--- config.mk ---
export PLATFORM = sky130hd
export DESIGN_NAME = msg_sequencer
export DESIGN_NICKNAME = d
export VERILOG_FILES = /design/src/rtl/msg_sequencer.sv
export SDC_FILE = /design/constraint.sdc
export NUM_CORES = 1
export LEC_CHECK = 0
export ABC_AREA = 1
export CORE_UTILIZATION = 60
export DETAILED_ROUTE_END_ITERATION = 10
export MAX_ROUTING_LAYER = met4
export PLACE_DENSITY = 0.77
export SETUP_SLACK_MARGIN = 0.02
export SYNTH_ARGS = -nofsm -noshare
export SYNTH_HDL_FRONTEND = slang
export SYNTH_SLANG_ARGS = --single-unit
--- constraint.sdc ---
create_clock -name clk -period 5.41 [get_ports clk]
set_input_delay 1.3525 -clock clk [delete_from_list [all_inputs] [get_ports clk]]
set_output_delay 1.3525 -clock clk [all_outputs]
set_load 0.02 [all_outputs]
--- src/rtl/msg_sequencer.sv ---
// Message sequencer: steps through packed 4-bit codes at a prescaled rate under start/pause/stop control.
// Optional macro MSG_SEQUENCER_REVERSE_EN adds a dir input that selects decrementing playback.
module msg_sequencer #(
    parameter int unsigned          MSG_LEN  = 8,
    parameter logic [4*MSG_LEN-1:0] MSG      = 32'h8765_4310,
    parameter int unsigned          TICK_DIV = 50_000_000,
    parameter logic [3:0]           BLANK    = 4'hF
) (
    input  logic clk,
    input  logic rst,
    input  logic start,
    input  logic pause,
    input  logic stop,
`ifdef MSG_SEQUENCER_REVERSE_EN
    input  logic dir,
`endif
    output logic x3,
    output logic x2,
    output logic x1,
    output logic x0,
    output logic [((MSG_LEN > 1) ? $clog2(MSG_LEN) : 1)-1:0] pos,
    output logic wrap,
    output logic running
);
    localparam int PW = (MSG_LEN > 1) ? $clog2(MSG_LEN) : 1;
    localparam int CW = (TICK_DIV > 1) ? $clog2(TICK_DIV) : 1;
    localparam logic [PW-1:0] POS_LAST = PW'(MSG_LEN - 1);
    localparam logic [CW-1:0] PRE_LAST = CW'(TICK_DIV - 1);

    typedef enum logic [1:0] {IDLE, RUN, PAUSE} state_t;

    state_t        state_q, state_d;
    logic [CW-1:0] presc_q, presc_d;
    logic [PW-1:0] pos_q, pos_d;
    logic [3:0]    code_q, code_d;
    logic          wrap_q, wrap_d;

    always_ff @(posedge clk or posedge rst) begin
        if (rst) begin
            state_q <= IDLE;
            presc_q <= '0;
            pos_q   <= '0;
            code_q  <= BLANK;
            wrap_q  <= 1'b0;
        end else begin
            state_q <= state_d;
            presc_q <= presc_d;
            pos_q   <= pos_d;
            code_q  <= code_d;
            wrap_q  <= wrap_d;
        end
    end

    always_comb begin
        state_d = state_q;
        presc_d = presc_q;
        pos_d   = pos_q;
        wrap_d  = 1'b0;
        if (stop) begin
            state_d = IDLE;
            presc_d = '0;
            pos_d   = '0;
        end else if (start) begin
            state_d = RUN;
            // start alone from PAUSE resumes; any other start restarts the message
            if (!(state_q == PAUSE && !pause)) begin
                presc_d = '0;
                pos_d   = '0;
            end
        end else if (pause) begin
            if (state_q == RUN) state_d = PAUSE;
        end else if (state_q == RUN) begin
            if (presc_q == PRE_LAST) begin
                presc_d = '0;
`ifdef MSG_SEQUENCER_REVERSE_EN
                if (dir) begin
                    pos_d  = (pos_q == '0) ? POS_LAST : pos_q - PW'(1);
                    wrap_d = (pos_q == '0);
                end else
`endif
                begin
                    pos_d  = (pos_q == POS_LAST) ? '0 : pos_q + PW'(1);
                    wrap_d = (pos_q == POS_LAST);
                end
            end else begin
                presc_d = presc_q + CW'(1);
            end
        end
        code_d = (state_d == IDLE) ? BLANK : MSG[{pos_d, 2'b00} +: 4];
    end

    assign {x3, x2, x1, x0} = code_q;
    assign pos     = pos_q;
    assign wrap    = wrap_q;
    assign running = (state_q == RUN);
endmodule

Yosys cells after proc, flatten, opt, wreduce, memory -nomap -nowiden --
Cells that the tools add are included.
Word-level totals: memories kept 0, RAM bits 0, flip-flop bits (word level) 36, ROM bits 0, logic and storage cells 42, latch bits 0, output and inout port bits 9
Cells by class: $mul 0, order comparisons 0, equal/unequal tests 6, add/subtract/negate cells 2, div/mod/pow operators 0, shift-type cells 1, multiplexer cells 23, reduce and logical (&&, ||, !) cells 5, bitwise operators 0
Operators with widths (count):
- 2-to-1 mux 26 bit | 6
- variable part select 32 x 6 -> 4 bit, first input constant | 1
- adder 26 x 1 -> 26 bit, second input constant | 1
- == test 26 bit, second input constant | 1
- 2-to-1 mux 3 bit | 7
- 2-to-1 mux 2 bit | 4
- 2-to-1 mux 1 bit | 5
- 2-to-1 mux 4 bit | 1
- adder 3 x 1 -> 3 bit, second input constant | 1
- == test 3 bit, second input constant | 1
- inequality test 3 x 2 -> 1 bit, second input constant | 1
- inequality test 3 bit, second input constant | 1
- AND reduction 3 bit | 1
- nonzero test 3 bit | 1
- == test 2 x 1 -> 1 bit, second input constant | 1
- == test 2 bit, second input constant | 1
- logical NOT 2 bit | 1
- logical AND 1 bit | 1
- logical NOT 1 bit | 1

Logic depth before layout (Yosys ltp) --
Gate-level depths: netlist of the first run.
depth in word-level cells 9, mapped depth 14, depth with buffers taken out 14

Least setup slack after synthesis of the first run --
Ideal clock, no wire load.
path type input to register, start input port pause, end register code_q[0], data arrival time 2.707 ns, library setup time 0.093 ns, stages on the path 12, required time 5.317 ns, buffers on the path 0, path slack 2.610 ns, cell sequence inv_1 nand2_1 inv_1 nand3_1 a21oi_1 o21ai_0 nand3_1 inv_1 ha_1 or2_2 nand3_1 nand3_1
Between the ends: cells in the longest elaborated chain, start to end 7, elaborated cells on any way between the ends 12, those cells by class shift (1); mux (8); reduce/logical (3)
RTL lines:
- from (decl) | RTL line 12 | input logic pause,
- logical NOT 1 bit | RTL line 66 | if (!(state_q == PAUSE && !pause)) begin
- logical AND 1 bit | RTL line 66
- 2-to-1 mux 3 bit | RTL line 66
- 2-to-1 mux 3 bit * | RTL line 63 | end else if (start) begin
- 2-to-1 mux 3 bit * | RTL line 59 | if (stop) begin
- named net pos_d[1] | RTL line 34 | logic [PW-1:0] pos_q, pos_d;
- variable part select 32 x 6 -> 4 bit * | RTL line 89 | code_d = (state_d == IDLE) ? BLANK : MSG[{pos_d, 2'b00} +: 4];
- 2-to-1 mux 4 bit * | RTL line 89
- named net code_d[0] | RTL line 35 | logic [3:0] code_q, code_d;
- to (signal assigned) | RTL line 49 | code_q <= code_d;
- to (decl) | RTL line 35
Mark *: on every way through the listed nets, which the timed path passes. The rest lies on a longest branch. A chain may end at the register's enable or synchronous reset.

Worst setup path after layout of the first run --
Same ends and word-level chain as after synthesis.

==> results of run 1 <==
## worst max-delay path, stage by stage
cell	delay [ps]
clkdlybuf4s50_1	420
inv_1	100
nand2_1	80
inv_1	90
nand3_1	160
a21oi_1	160
o21ai_0	90
nand3_1	100
inv_1	100
ha_1	210
or2_2	300
nand3_1	90
nand3_1	80
## kinds of logic (layout without fill, tap and decap cells)
kind of cell	Yosys count	in the layout	share of synthesized area
flip-flops	36	36	0.4135
buffers and inverters	49	67	0.08794
adder cells (fa/ha/maj)	7	7	0.03998
AO/OA/AOI/OAI	30	30	0.08053
AND/OR/NAND/NOR	166	166	0.3461
XOR/XNOR	8	8	0.03198
## path summary, 6_finish.rpt
check | cells past startpoint | start | end
max | 13 | pause | code_q[0]$_DFF_PP1_
min | 1 | presc_q[0]$_DFFE_PP0P_ | presc_q[0]$_DFFE_PP0P_
max reg2reg | 14 | presc_q[0]$_DFFE_PP0P_ | code_q[0]$_DFF_PP1_
min reg2reg | 1 | presc_q[0]$_DFFE_PP0P_ | presc_q[0]$_DFFE_PP0P_
max in group asynchronous | 3 | rst | code_q[3]$_DFF_PP1_
min in group asynchronous | 3 | rst | presc_q[8]$_DFFE_PP0P_
## per-layer routing
layer	GRT usage	routed length (µm)
met4	0.1076	79
met3	0.06387	233
met5	-	0
met1	0.3804	2236
met2	0.3940	2023
## cells in the final DEF (no fill, tap or decap), drive strengths merged, types with 7 or more instances in the layout
cell type      count
nand2             66
inv               45
nor2              45
dfrtp             32
nand3             30
clkdlybuf4s50     13
o21ai             13
nor3              11
a21oi             10
nand4              9
clkbuf             8
ha                 7
## registers in the layout, summed over array words and instances (netlist names)
name	cells
code_q	4
wrap	1
presc_q	26
state_q	2
pos	3
## final cells by class
type                            instances  area, µm²  area share
Inverter                               45      168.9     0.06948
Timing Repair Buffer                   14      137.6     0.05661
Clock buffer                            8      68.82     0.02831
Sequential cell                        36      905.9      0.3726
Tap cell                               46      57.56     0.02367
Multi-Input combinational cell        211       1092      0.4493
## power groups by stage
| stage | clock (mW) | combinational, mW | sequential (mW) |
|---|---|---|---|
| 5_1_grt | 0.179 | 0.0604 | 0.281 |
| 4_1_cts | 0.168 | 0.0547 | 0.280 |
| 3_3_place_gp | 0 | 0.0536 | 0.285 |
| 2_1_floorplan | 0 | 0.0309 | 0.289 |
| 6_report | 0.165 | 0.0545 | 0.280 |
| 3_5_place_dp | 0 | 0.0542 | 0.285 |
## through the flow
stage	hold WS [ps]	cells	utilization	instance area [µm²]	setup slack [ps]
after global placement	512.7	352	0.6916	2362	2069
after detailed placement	519.2	352	0.6916	2362	1971
after floorplan	484.8	296	-	2191	2610
after global routing	574.4	360	0.7117	2431	2171
final	536.5	360	0.7117	2431	2320
after CTS	538.8	360	0.7117	2431	2330
==> impl_metrics.py, run 1 <==
metrics = {
    "pwr": {
        "p_comb_frac": 0.109,
        "p_total_mw": 0.4993,
        "power_frac_seq": 0.560,
        "p_leak_nw": 1.097,
        "power_density_nw_per_um2": 205.4,
        "ir_drop_mv": 0.1867,
        "internal_power_mw": 0.3713,
        "switching_share": 0.2565,
        "switchingPower_mw": 0.1281,
        "clockPowerShare": 0.331,
    },
    "global_route": {
        "grt_usage": 0.2760,
        "grt_pass1_vias": 1824,
        "grt_overflow": 0,
        "grt_max_degree": 37,
        "grt_pass1_wl_mm": 8.093,
        "antenna_found_initial": 0,
    },
    "synthesis": {
        "yosys_warnings": 0,
        "ys_seq_area_frac": 0.4135,
        "ys_ff_latch": 36,
        "ys_async_sr_fraction": 1.000,
        "synth.distinct_cells": 32,
        "syn_area_per_cell_um2": 7.402,
        "synth_edf_count": 0,
        "synth-main-ff-cell": "dfrtp_1",
        "synth_top_area_share": 0.3655,
        "synth_area_leader_cell": "dfrtp_1",
        "synth_most_common_cell": "nand2_1",
        "netlist_area_um2": 2191,
        "synth_fp_nets": 308,
        "yosys-top-cells-count": "nand2_1 (63), inv_1 (42), nor2_1 (41)",
        "syn-instance-count": 296,
        "synthTopCellsByArea": "dfrtp_1 (37%), nand2_1 (11%), inv_1 (7.2%)",
    },
    "cts": {
        "cts_setup_buffers": 0,
        "cts.clk_slew.worst_paths_ps": 110,
        "cts_tree": "yes",
        "post_cts_resized": 0,
        "ctsLongestPathBuffers": 2,
        "clk_latency_ps": 340,
        "cts_max_level": 2,
        "hold_buffers": 0,
        "cts_made_buffers": 5,
        "root_buffer": "clkbuf_4",
        "clkSinkCount": 36,
    },
    "worst_setup_path": {
        "worst-r2r-setup-slack_ps": 2950,
        "cp.required_ps": 5660,
        "worstPathArrival_ps": 3340,
        "crit_path_end_kind": "flip-flop",
        "path_max_fanout": 5,
        "criticalPathCategory": "primary input to flip-flop",
        "cp-start-kind": "primary input",
    },
    "drt": {
        "antenna_left": 0,
        "wl_mm": 4.572,
        "wl_per_cell_um": 12.70,
        "num_vias": 1938,
        "vias_per_cell": 5.383,
        "drc": 0,
        "dr.pass1.iters": 4,
        "drt_iter0_drc": 134,
    },
    "floorplanning": {
        "start_util": 0.6414,
        "core-area_um2": 3416,
        "dieArea_um2": 3897,
        "die_x_um": 62.43,
        "rows": 21,
        "fp.dieH_um": 62.43,
        "ios": 14,
    },
    "sta": {
        "drv_slew": 0,
        "hold_viol_final": 0,
        "finalSetupViolations": 0,
        "period_needed_ps": 3090,
        "setup_tns_ps": 0,
        "worst_pin_slew_ps": 570.7,
        "relSlewSlack": 0.6155,
        "finalCritPeriodShare": 0.5712,
        "fmax_ghz": 0.3236,
        "rsz0062_at_grt": "false",
        "clock_skew_ps": 8.452,
    },
    "place": {
        "io_buffers": 13,
        "hpwl_mm": 3.446,
        "gp_congestion": 0.9095,
    },
    "hold_path": {
        "hold_path.class": "flip-flop to flip-flop",
    },
    "flow_run": {
        "max-cap-violations": 0,
    },
    "cells_and_area": {
        "area_growth_syn_to_layout_pct": 10.97,
        "fillers": 285,
        "insertedDiodeCount": 0,
        "nets": 325,
        "drive_gt1_frac": 0.09554,
    },
    "run_status": {
        "status": "finished, final reports clean",
    },
}
No activity file was read; power rests on OpenSTA's default activity.
==> run 2, diff against run 1 <==
- CORE_UTILIZATION: 60 -> 59
- PLACE_DENSITY: 0.77 -> 0.75
- clock period: 5.41 -> 3.1 ns (I/O delays scaled with it)
==> run 2 against run 1 <==
- clock skew is 4.5 ps lower
- flip-flop and latch count stayed put
- first-iteration DRC count is 35% higher
- non-clock buffer count is 2 higher
- power is 85% higher
- register-to-register slack worse by 2300 ps
- critical path type unchanged
- largest power group unchanged
==> impl_metrics.py, run 2 (synthesis gave the netlist of run 1 again) <==
metrics = {
    "worst_setup_path": {
        "criticalPathCategory": "primary input to flip-flop",
        "rr_endpoint": "code_q[0]$_DFF_PP1_",
        "cp-endpoint": "code_q[0]$_DFF_PP1_",
        "worst-r2r-setup-slack_ps": 630,
        "startpoint": "pause",
        "cp.required_ps": 3290,
        "critPathMaxStageDelay_ps": 420,
        "worstPathArrival_ps": 2750,
        "crit_cells": 13,
        "crit_chain": "clkdlybuf4s50_1 -> inv_1 -> nand2_1 -> inv_1 -> nand3_1 -> a21oi_1 -> o21ai_0 -> nand3_1 -> inv_1 -> ha_1 -> or2_2 -> nand3_1 -> nand3_1",
        "r2r_cells": 14,
        "path_max_fanout": 5,
        "cp-start-kind": "primary input",
        "crit_buf_inv": 4,
        "cp_slowest_cell": "clkdlybuf4s50_1",
        "regToRegStartpoint": "presc_q[0]$_DFFE_PP0P_",
        "crit_family": "simple AND/OR/NAND/NOR gates",
        "cp_common_cell": "nand3_1",
        "crit_path_end_kind": "flip-flop",
    },
    "cts": {
        "ctsLongestPathBuffers": 2,
        "root_buffer": "clkbuf_8",
        "cts_tree": "yes",
        "cts_max_level": 2,
        "clk_latency_ps": 280,
        "clkSinkCount": 36,
        "cts.clk_slew.worst_paths_ps": 70,
        "cts_setup_buffers": 0,
        "cts_made_buffers": 5,
        "hold_buffers": 0,
        "post_cts_resized": 0,
    },
    "pwr": {
        "power_density_nw_per_um2": 374.2,
        "clockPowerShare": 0.365,
        "p_comb_frac": 0.106,
        "p_leak_nw": 1.114,
        "power_frac_seq": 0.529,
        "internal_power_mw": 0.6976,
        "ir_drop_mv": 0.2831,
        "switchingPower_mw": 0.2256,
        "switching_share": 0.2444,
    },
    "sta": {
        "finalCritPeriodShare": 0.8248,
        "hold_viol_final": 0,
        "period_needed_ps": 2557,
        "drv_slew": 0,
        "rsz0062_at_grt": "false",
        "relSlewSlack": 0.6172,
        "setup_tns_ps": 0,
        "finalSetupViolations": 0,
        "fin_ws_ps": 543.2,
        "clock_skew_ps": 3.908,
        "fmax_ghz": 0.3911,
        "worst_pin_slew_ps": 568.2,
    },
    "place": {
        "place_ws_ps": 272.2,
        "place_area_um2": 2377,
        "gp_congestion": 0.9272,
        "hpwl_mm": 3.447,
        "io_buffers": 13,
    },
    "drt": {
        "antenna_left": 0,
        "num_vias": 1906,
        "wl_mm": 4.612,
        "drc": 0,
        "vias_per_cell": 5.265,
        "dr.pass1.iters": 5,
        "drt_iter0_drc": 181,
        "wl_per_cell_um": 12.74,
    },
    "floorplanning": {
        "die_x_um": 62.94,
        "dieArea_um2": 3961,
        "core-area_um2": 3442,
        "fp.dieH_um": 62.94,
        "ios": 14,
        "start_util": 0.6365,
        "rows": 21,
    },
    "cells_and_area": {
        "regMostFlops": "presc_q",
        "drive_gt1_frac": 0.09810,
        "fillers": 298,
        "area_growth_syn_to_layout_pct": 12.62,
        "post-route-util": 0.7168,
        "final_area_um2": 2467,
        "final_cell_mix": "nand2_1 (63), inv_1 (42), nor2_1 (41)",
        "largest_reg_flops": 26,
        "final_common_cell": "nand2_1",
        "insertedDiodeCount": 0,
        "nets": 327,
    },
    "flow_run": {
        "max-cap-violations": 0,
    },
    "global_route": {
        "antenna_found_initial": 0,
        "grt_pass1_vias": 1849,
        "grt_pass1_wl_mm": 8.321,
        "grt_overflow": 0,
        "grt_usage": 0.2784,
        "grt_max_degree": 37,
    },
    "hold_path": {
        "hold_path.class": "flip-flop to flip-flop",
    },
    "run_status": {
        "status": "finished, final reports clean",
    },
}
## run 2: layout make-up
class	count	area (µm²)	share of cell area
multi-input combinational	211	1092	0.4427
sequential	36	905.9	0.3671
inverter	45	168.9	0.06846
timing repair buffer	16	152.6	0.06187
clock buffer	8	90.09	0.03651
tap	46	57.56	0.02333
## run 2: worst min path at each step
| stage | start | end | slack [ps] | cells after the start |
|---|---|---|---|---|
| final | presc_q[0]$_DFFE_PP0P_ | presc_q[0]$_DFFE_PP0P_ | 530 | 1 |
| after global placement | presc_q[0]$_DFFE_PP0P_ | presc_q[0]$_DFFE_PP0P_ | 510 | 1 |
| after global routing | presc_q[0]$_DFFE_PP0P_ | presc_q[0]$_DFFE_PP0P_ | 580 | 1 |
| after floorplan | presc_q[0]$_DFFE_PP0P_ | presc_q[0]$_DFFE_PP0P_ | 480 | 1 |
| after CTS | presc_q[0]$_DFFE_PP0P_ | presc_q[0]$_DFFE_PP0P_ | 530 | 1 |
| after detailed placement | presc_q[0]$_DFFE_PP0P_ | presc_q[0]$_DFFE_PP0P_ | 520 | 1 |
## run 2: per-stage QoR
stage | power [mW] | cells | hold WS (ps)
2_1_floorplan | 0.5580 | 296 | 484.8
6_report | 0.9233 | 362 | 530.4
4_1_cts | 0.9304 | 362 | 531.3
3_3_place_gp | 0.5943 | 354 | 508.9
5_1_grt | 0.9644 | 362 | 575.3
3_5_place_dp | 0.5946 | 354 | 521.0
## run 2: layer usage
layer,up-vias,share of wire,global-route usage
met5,-,0,-
met1,867,0.49,0.3913
li1,989,-,-
met4,0,0.010,0.07849
met2,45,0.45,0.4113
met3,5,0.053,0.04927
## run 2: power by group through the flow
stage               logic [mW]  clock network, mW  registers (mW)
finish                  0.0980              0.337           0.488
global route             0.109              0.366           0.489
CTS                     0.0986              0.344           0.488
detailed placement      0.0979                  0           0.497
global placement        0.0972                  0           0.497
floorplan               0.0539                  0           0.504
## run 2: worst reg2reg max path: cells and delay by family (launching register included)
kind | cells | cell delay [ps]
AND/OR/NAND/NOR | 9 | 1270
flip-flops | 1 | 390
adder cells (fa/ha/maj) | 2 | 390
AO/OA/AOI/OAI | 2 | 240
buffers and inverters | 1 | 90
==> run 3, diff against run 2 <==
- clock period: 3.1 -> 2.5 ns (I/O delays scaled with it)
==> run 3 against run 2 <==
- cell area is 3.9% higher
- routed wire length is 8.2% higher
- clock-buffer cell count is 2 lower
- combinational power is 37% higher
- global-route usage is 0.97 points higher
- critical path type unchanged
==> impl_metrics.py, run 3 (synthesis gave the netlist of run 1 again) <==
metrics = {
    "run_status": {
        "status": "finished, final reports clean",
    },
    "drt": {
        "num_vias": 2069,
        "wl_met1_mm": 2.261,
        "wl_mm": 4.989,
        "wl_per_cell_um": 13.41,
        "dr.pass1.iters": 5,
        "vias_per_cell": 5.562,
        "wl_met2_mm": 2.220,
        "antenna_left": 0,
        "wl_met3_um": 384,
        "drt_iter0_drc": 172,
        "drc": 0,
        "top_layer": "met4",
    },
    "sta": {
        "finalCritPeriodShare": 0.9188,
        "finalSetupViolations": 0,
        "clock_skew_ps": 7.225,
        "worst_pin_slew_ps": 456.0,
        "period_needed_ps": 2297,
        "fin_ws_ps": 203.0,
        "relSlewSlack": 0.6946,
        "hold_viol_final": 0,
        "drv_slew": 0,
        "setup_tns_ps": 0,
        "fmax_ghz": 0.4353,
    },
    "cells_and_area": {
        "largest_reg_flops": 26,
        "area_growth_syn_to_layout_pct": 17.02,
        "final_common_cell": "nand2_1",
        "drive_gt1_frac": 0.1442,
        "post-route-util": 0.7448,
        "nets": 338,
        "final_cell_mix": "nand2_1 (63), inv_1 (41), nor2_1 (40)",
        "insertedDiodeCount": 0,
        "regMostFlops": "presc_q",
    },
    "pwr": {
        "switching_share": 0.2545,
        "p_comb_frac": 0.120,
        "power_density_nw_per_um2": 438.5,
        "p_leak_nw": 1.164,
        "switchingPower_mw": 0.2861,
        "ir_drop_mv": 0.4446,
        "p_total_mw": 1.124,
        "internal_power_mw": 0.8380,
        "power_frac_seq": 0.539,
        "clockPowerShare": 0.341,
    },
    "place": {
        "gp_congestion": 0.9682,
        "hpwl_mm": 3.668,
        "place_ws_ps": -130.5,
        "io_buffers": 13,
    },
    "cts": {
        "cts.clk_slew.worst_paths_ps": 70,
        "cts_max_level": 2,
        "hold_buffers": 0,
        "clkSinkCount": 36,
        "clk_latency_ps": 290,
        "root_buffer": "clkbuf_8",
        "cts_made_buffers": 5,
        "ctsLongestPathBuffers": 2,
        "cts_tree": "yes",
    },
    "global_route": {
        "grt_overflow": 0,
        "grt_pass1_vias": 1879,
        "grt_max_degree": 37,
        "grt_usage": 0.2881,
        "grt_pass1_wl_mm": 8.473,
        "antenna_found_initial": 0,
    },
    "floorplanning": {
        "core-area_um2": 3442,
        "die_x_um": 62.94,
        "rows": 21,
        "ios": 14,
        "dieArea_um2": 3961,
        "start_util": 0.6365,
        "fp.dieH_um": 62.94,
    },
    "flow_run": {
        "max-cap-violations": 0,
    },
    "worst_setup_path": {
        "criticalPathCategory": "primary input to flip-flop",
        "cp.required_ps": 2700,
        "cp-start-kind": "primary input",
        "worstPathArrival_ps": 2500,
        "path_max_fanout": 5,
        "crit_path_end_kind": "flip-flop",
    },
    "hold_path": {
        "hold_path.class": "flip-flop to flip-flop",
    },
}
[run 3: cell types whose count changed in the layout (fill, tap and decap cells not counted), sizes merged]
cell	previous run	this run
clkinv	0	1
buf	3	14
clkbuf	8	6
[run 3: worst paths after layout]
path                                        start                endpoint  slack, ps  depth (start not counted)
max                                         pause     code_q[0]$_DFF_PP1_        200                         13
min                        presc_q[1]$_DFFE_PP0P_  presc_q[1]$_DFFE_PP0P_        550                          1
max reg2reg                presc_q[0]$_DFFE_PP0P_     code_q[0]$_DFF_PP1_        220                         14
min reg2reg                presc_q[1]$_DFFE_PP0P_  presc_q[1]$_DFFE_PP0P_        550                          1
max in group asynchronous                     rst     code_q[2]$_DFF_PP1_       1410                          3
min in group asynchronous                     rst  presc_q[7]$_DFFE_PP0P_        740                          3
[run 3: per-stage QoR]
| stage | instance area, µm² | hold WS, ps | cells |
|---|---|---|---|
| floorplan | 2191 | 484.8 | 296 |
| global placement | 2452 | 507.6 | 364 |
| detailed placement | 2452 | 524.5 | 364 |
| CTS | 2530 | 544.9 | 371 |
| global route | 2564 | 584.1 | 372 |
| finish | 2564 | 553.0 | 372 |
[run 3: final cells by class]
cell class / instances / area, µm²
fillers: 269 / 878.3
well taps: 46 / 57.56
repair buffers: 27 / 235.2
clock inverters: 1 / 5.005
inverters: 45 / 168.9
clock buffers: 6 / 72.57
flip-flops and latches: 36 / 905.9
multi-input cells: 211 / 1119
[run 3: power groups by stage]
stage	Sequential (mW)	Clock, mW	Combinational, mW
final	0.606	0.384	0.134
after global routing	0.607	0.420	0.150
after CTS	0.606	0.398	0.130
after detailed placement	0.616	0	0.130
after global placement	0.616	0	0.128
after floorplan	0.625	0	0.0668
[run 3: critical path: stages]
cell and delay (ps):
clkdlybuf4s50_1 430, inv_2 80, nand2_1 80, inv_1 120, nand3_4 100, a21oi_2 120, o21ai_0 90, nand3_1 110
inv_1 80, ha_1 200, or2_2 290, nand3_1 90, nand3_1 80
[run 3: layer usage]
layer  vias up  track usage
met2        83       0.4019
met3        15      0.06387
met1       962       0.3993
met4         0       0.1250
li1       1009            -
met5         -            -
[run 3: what timing repair did]
action / CTS / global route
buffers inserted: 0 / 1
gates resized for setup: 0 / 7
endpoints found under the setup margin: 0 / 1
